**config.mk**
```make
export PLATFORM = sky130hd
export DESIGN_NAME = calc_pipe_reg
export DESIGN_NICKNAME = d
export VERILOG_FILES = /design/src/rtl/calc_pipe_reg.sv
export SDC_FILE = /design/constraint.sdc
export NUM_CORES = 1
export LEC_CHECK = 0
export ABC_AREA = 1
export BUFFER_PORTS_ARGS = -buffer_cell sky130_fd_sc_hd__buf_2
export CAP_MARGIN = 20
export CORE_MARGIN = 2
export CORE_UTILIZATION = 52
export DETAILED_ROUTE_END_ITERATION = 6
export PLACE_DENSITY_LB_ADDON = 0.25
export SKIP_LAST_GASP = 1
export SLEW_MARGIN = 0
export SYNTH_ARGS = -nofsm -noshare
export SYNTH_HDL_FRONTEND = slang
export SYNTH_SLANG_ARGS = --single-unit
```
**constraint.sdc**
```tcl
create_clock -name clock -period 4.2 [get_ports clock]
set_input_delay 0 -clock clock [delete_from_list [all_inputs] [get_ports clock]]
set_output_delay 0 -clock clock [all_outputs]
set_load 0.01 [all_outputs]
```
**src/rtl/calc_pipe_reg.sv**
```systemverilog
// ---------------------------------------------------------------------------
// calc_pipe_reg
//   Elastic register pipeline of DEPTH stages. Each stage holds one word and
//   one valid bit. A stage advances whenever it is empty or the stage after it
//   is advancing too, so bubbles collapse and back-pressure ripples upstream.
//   The output is driven directly from the last stage's registers.
//
// Ports
//   clock      : rising-edge clock for all state
//   reset      : asynchronous active-low reset (clears valid, data and Count)
//   Data_in    : upstream data word
//   Valid_in   : Data_in is valid this cycle
//   Ready_out  : the block accepts Data_in this cycle
//   Flush      : synchronous clear of every valid bit (data left untouched)
//   Data_out   : data word of the last stage
//   Valid_out  : Data_out is valid
//   Ready_in   : downstream accepts Data_out this cycle
//   Count      : number of occupied stages, 0..DEPTH
//
// Handshake: a word moves across an interface on a rising edge exactly when
// valid and ready are both 1 in the cycle before that edge. Valid never
// depends on ready; Ready_out is combinational from Ready_in, the stage valid
// bits and Flush.
// ---------------------------------------------------------------------------
module calc_pipe_reg #(
    parameter int WORD_LENGTH = 8,
    parameter int DEPTH       = 4
) (
    input  logic                         clock,
    input  logic                         reset,
    input  logic [WORD_LENGTH-1:0]       Data_in,
    input  logic                         Valid_in,
    output logic                         Ready_out,
    input  logic                         Flush,
    output logic [WORD_LENGTH-1:0]       Data_out,
    output logic                         Valid_out,
    input  logic                         Ready_in,
    output logic [$clog2(DEPTH+1)-1:0]   Count
);

    localparam int CW = $clog2(DEPTH + 1);

    logic [DEPTH-1:0]       valid_q;
    logic [DEPTH-1:0]       valid_d;
    logic [WORD_LENGTH-1:0] data_q [DEPTH];
    logic [WORD_LENGTH-1:0] data_d [DEPTH];
    logic [CW-1:0]          count_q;
    logic [CW-1:0]          count_d;

    logic [DEPTH-1:0]       ready;
    logic [DEPTH-1:0]       prev_valid;
    logic [WORD_LENGTH-1:0] prev_data [DEPTH];
    logic                   in_fire;
    logic                   out_fire;

    // Ready ripples from the output back to the input: a stage can take a new
    // word if it is empty or its own word is moving on this cycle.
    always_comb begin : ready_chain
        logic chain;
        chain = Ready_in;
        ready = '0;
        for (int i = DEPTH - 1; i >= 0; i--) begin
            chain    = !valid_q[i] || chain;
            ready[i] = chain;
        end
    end

    assign Ready_out = ready[0] && !Flush;
    assign in_fire   = Valid_in && Ready_out;
    assign out_fire  = valid_q[DEPTH-1] && Ready_in;

    always_comb begin
        prev_valid    = '0;
        prev_valid[0] = in_fire;
        prev_data[0]  = Data_in;
        for (int i = 1; i < DEPTH; i++) begin
            prev_valid[i] = valid_q[i-1];
            prev_data[i]  = data_q[i-1];
        end

        valid_d = valid_q;
        data_d  = data_q;
        for (int i = 0; i < DEPTH; i++) begin
            if (ready[i]) begin
                valid_d[i] = prev_valid[i];
                // Bubbles move the valid bit only; held data stays put.
                // Flush freezes data so a cleared pipe keeps its last words.
                if (prev_valid[i] && !Flush) begin
                    data_d[i] = prev_data[i];
                end
            end
        end
        if (Flush) begin
            valid_d = '0;
        end
    end

    always_comb begin
        count_d = count_q;
        if (Flush) begin
            count_d = '0;
        end else if (in_fire && !out_fire) begin
            count_d = count_q + CW'(1);
        end else if (out_fire && !in_fire) begin
            count_d = count_q - CW'(1);
        end
    end

    always_ff @(posedge clock or negedge reset) begin
        if (!reset) begin
            valid_q <= '0;
            count_q <= '0;
            for (int i = 0; i < DEPTH; i++) begin
                data_q[i] <= '0;
            end
        end else begin
            valid_q <= valid_d;
            count_q <= count_d;
            data_q  <= data_d;
        end
    end

    assign Data_out  = data_q[DEPTH-1];
    assign Valid_out = valid_q[DEPTH-1];
    assign Count     = count_q;

endmodule
```
==> Word level (Yosys, flattened, before mapping) <==
Index checks and enable logic that the tools add are counted.
{ "word_totals": {"elab_cells": 48, "register_bits": 39, "inputBits": 13, "output_inout_bits": 13} }
{ "op_classes": {"addsub": 2, "reduce_logical": 29, "n_mux": 8} }
{ "ops": {"columns": ["op", "count"], "rows": [
  ["1-bit logical AND", 9],
  ["3-bit two-way mux", 3],
  ["2-bit AND reduction", 4],
  ["2-bit nonzero test", 4],
  ["1-bit logical NOT", 7],
  ["1-bit logical OR", 4],
  ["1-bit two-way mux", 4],
  ["4-bit two-way mux", 1],
  ["3-bit by 1-bit adder with 3-bit output, second input constant", 1],
  ["3-bit nonzero test", 1],
  ["3-bit by 1-bit subtractor with 3-bit output, second input constant", 1]
]} }

==> Logic depth before layout (Yosys ltp) <==
{ "logic_depth": {"depth_word": 12, "depth_mapped": 12, "depth_no_buf": 12} }

==> Least setup slack after synthesis <==
OpenSTA, ideal clock, no wires.
{ "synth_timing": {"kind": "register to register", "start": "register valid_q[3]", "end": "register count_q[2], in the netlist Count[2]", "t_arrival_ns": 1.651, "t_required_ns": 4.084, "stages_incl_launch_ff": 13, "slack_ns": 2.433, "setup_ns": 0.116, "cell_sequence": "dfrtp_1 > inv_2 > nor2_4 > nand4_4 > nand4_2 > inv_1 > fa_1 > xnor2_1 > inv_1 > nand2_1 > nand2_1 > nand2_1 > nand2_1"} }
{ "synth_between": {"elab_chain_cells": 10} }
{ "synth_lines": {"columns": ["item", "line_no", "rtl"], "rows": [
  ["from (decl)", "43", "logic [DEPTH-1:0] valid_q;"],
  ["from (signal assigned)", "117", "valid_q <= valid_d;"],
  ["1-bit logical NOT", "63", "chain = !valid_q[i] || chain;"],
  ["1-bit logical OR (4 in a row)", "63", null],
  ["1-bit logical AND", "68", "assign Ready_out = ready[0] && !Flush;"],
  ["1-bit logical AND", "69", "assign in_fire = Valid_in && Ready_out;"],
  ["1-bit logical AND / 1-bit logical NOT (equally long branches)", "102, 104", null],
  ["3-bit two-way mux / 1-bit logical AND (equally long branches)", "102, 104", null],
  ["3-bit two-way mux / 3-bit nonzero test (equally long branches)", null, null],
  ["to (signal assigned)", "118", "count_q <= count_d;"],
  ["to (decl)", "47", "logic [CW-1:0] count_q;"]
]} }
Parallel ways exist; a longest one is shown, timed or not.
A chain may end at the register's enable or synchronous reset.

==> Worst setup path after layout <==
Ends and elaborated chain as after synthesis.

==> run metrics <==
top-area cell type share of the netlist area=0.5685; syn avg cell area=~10 µm²; Critical Path Max Stage Delay=~0.40 ns; Global Route Usage Sum=0.1733; Die H=~60 µm; Clock Latency Late Sink=between 0.3 and 0.4 ns; Tmin final=1.863 ns; CTS tree=yes; Fill cells=around 280; Final Max Tran Viols=0; Clk pwr share=0.283; Peak VDD IR=approximately 0.26 mV; most common cell in the synthesized netlist=dfrtp_1; post-CTS sizing=0; FP Rows=20; final global-route overflow total=0; core area=3103 µm²; first-pass GRT wire length=4692 µm; syn nets=around 180; outcome=complete, no violations; Synth Register Bits=39; Num CTS Buffers=5; Final Hold Viols=0; area leader, netlist=dfrtp_1; Post-CTS Hold Fix Bufs=10; TNS Setup=0 ns; Worst path most repeated cell=nand2_1; fin util=0.6387; synth top area cells=dfrtp_1, nand2_1, inv_1; I/O Buffers=25; Die W=61.46 µm; post-synthesis sequential area ratio=0.5685; P_sw=around 0.24 mW; Post-synth EDFFs=0; Yosys cell types=24; antenna-violating nets left=0; drt wl/cell=about 11 µm; CP arrival=roughly 2.1 ns; Switching Share=0.2625; Critical Path End Type=flip-flop; layout net count=~210; CP top delay family=simple AND/OR/NAND/NOR gates; Final setup viols=0; gpl congestion=0.7283; PnR worst setup slack=between 2 and 2.5 ns; H-Tree Level Count=2; post-CTS setup buffer count=0; vias per cell=4.724; first-pass iteration count of the detailed router=4; # diodes=0; clk sink count=39; Comb power frac=0.184; RSZ-0062 raised after global routing=false; Yosys warnings=0; Req. time, crit path=4.44 ns; MaxCap Viol Count=0; PwrDens=~460 nW/µm²; worst path cell trace=inv_2, nor2_4, nand4_4, nand4_2, inv_1, fa_1, xnor2_1, inv_1, nand2_1, nand2_1, nand2_1, nand2_1; Flop pwr share=0.533; Hold WC Path Type=primary input to flip-flop; clock-pin slew on the worst setup and hold paths=roughly 0.11 ns; synth cell count leaders=dfrtp_1, nand2_1, inv_1; Leakage=a little over 1 nW; Slew HR=0.4521; initial DRC count=52; antenna violations before repair=0; Die Area=between 3000 and 4000 µm²; CP Max Fanout=4; Crit-path slowest cell=dfrtp_1; detailed-route wire length=~2700 µm; synthesized area=approximately 1700 µm²; Worst Clk Skew=between 0.009 and 0.01 ns; Final Cycle Share=0.4436; worst setup path class=flip-flop to flip-flop; Post-Synthesis Cells=roughly 160; DP Wirelength=between 1500 and 2000 µm; largest net degree at the start of global routing=40; Critical Path Start Type=flip-flop; drt drc=0; Initial Util=0.5532; WP buf/inv=3; share of layout cells above drive strength 1=0.2718; Post-synth top flop=dfrtp_1; FMAX=0.5367 GHz; Max clock buf depth=2; number of global-route vias before repair=between 1k and 1.5k; Post-Place Worst Slack=2.348 ns; I/O pin count=26; Area growth, synth to finish=15.45%; Worst Tran Pin Value=around 0.82 ns; internal power=roughly 0.67 mW; vias=between 1k and 1.5k; root buf cell=clkbuf_4; async set-reset flop share out of synthesis=1.000
-- registers in the layout (all words and copies together) (netlist names) --
| register | count |
|---|---|
| Count | 3 |
| Data_out | 8 |
| data_q | 24 |
| valid_q | 4 |
-- routing by layer --
metal / global-route usage / vias to the layer above / part of all wire
li1: - / 570 / -
met4: 0.06383 / 0 / 0.016
met1: 0.2181 / 530 / 0.46
met5: 0 / - / 0
met2: 0.2812 / 24 / 0.48
met3: 0.05672 / 5 / 0.045
-- layout by cell type (no fill, tap or decap), types with 2 or more instances in the layout --
cell,instances
nand4_1,2
a21oi_1,13
buf_2,25
nand3_2,2
dfrtp_1,39
dlygate4sd3_1,10
mux2_2,6
mux2_4,2
nand2_1,26
clkbuf_4,5
nor2_1,14
nand3_4,2
inv_1,21
o21ai_0,13
o21ai_1,2
-- area by class of cell --
type                    instances  area [µm²]  share of cell area
flip-flops and latches         39       975.9              0.4924
multi-input cells              90       550.5              0.2778
repair buffers                 35       225.2              0.1136
inverters                      23       88.84             0.04482
well taps                      44       55.05             0.02778
clock buffers                   6       51.30             0.02588
clock inverters                 2       35.03             0.01768
-- kinds of logic (layout without fill, tap and decap cells) --
group / count (synthesis) / count (layout) / synth area share
XOR/XNOR: 1 / 1 / 0.005103
flip-flops: 39 / 39 / 0.5685
AND/OR/NAND/NOR: 51 / 51 / 0.1603
multiplexers: 8 / 8 / 0.05685
adder cells (fa/ha/maj): 1 / 1 / 0.01166
AO/OA/AOI/OAI: 29 / 29 / 0.08673
buffers and inverters: 35 / 66 / 0.1108
-- power groups by stage --
stage | logic (mW) | registers [mW] | clock network, mW
2_1_floorplan | 0.140 | 0.485 | 0
3_3_place_gp | 0.155 | 0.488 | 0
3_5_place_dp | 0.162 | 0.492 | 0
4_1_cts | 0.171 | 0.484 | 0.265
5_1_grt | 0.195 | 0.492 | 0.281
6_report | 0.167 | 0.483 | 0.257
-- metrics by stage --
stage / std cells / hold WS [ns] / cell area, µm² / total power, mW
6_report: 239 / 0.03364 / 1982 / 0.9068
5_1_grt: 239 / 0.05269 / 1982 / 0.9689
4_1_cts: 239 / 0.02394 / 1982 / 0.9195
3_5_place_dp: 221 / 0.1551 / 1795 / 0.6537
3_3_place_gp: 221 / 0.1334 / 1795 / 0.6430
2_1_floorplan: 164 / -0.2956 / 1717 / 0.6251
-- worst paths after layout --
check	start	end	slack (ns)	cells past startpoint
worst max-delay path	valid_q[3]$_DFFE_PN0P_	Count[2]$_DFFE_PN0P_	2.34	12
worst min-delay path	Ready_in	valid_q[0]$_DFFE_PN0P_	0.03	4
worst max register to register	valid_q[3]$_DFFE_PN0P_	Count[2]$_DFFE_PN0P_	2.34	12
worst min register to register	Data_out[6]$_DFFE_PN0P_	Data_out[6]$_DFFE_PN0P_	0.49	2
max in group asynchronous	reset	Data_out[2]$_DFFE_PN0P_	3.39	2
min in group asynchronous	reset	data_q[8]$_DFFE_PN0P_	0.29	2
-- tightest hold or removal path, delay by kind of cell --
kind / cells / cell delay (ns)
AOI/OAI and AO/OA: 1 / 0.07
buffers and inverters: 1 / 0.13
and+or+nand+nor: 2 / 0.14
Power figures use the tool's default switching activity.
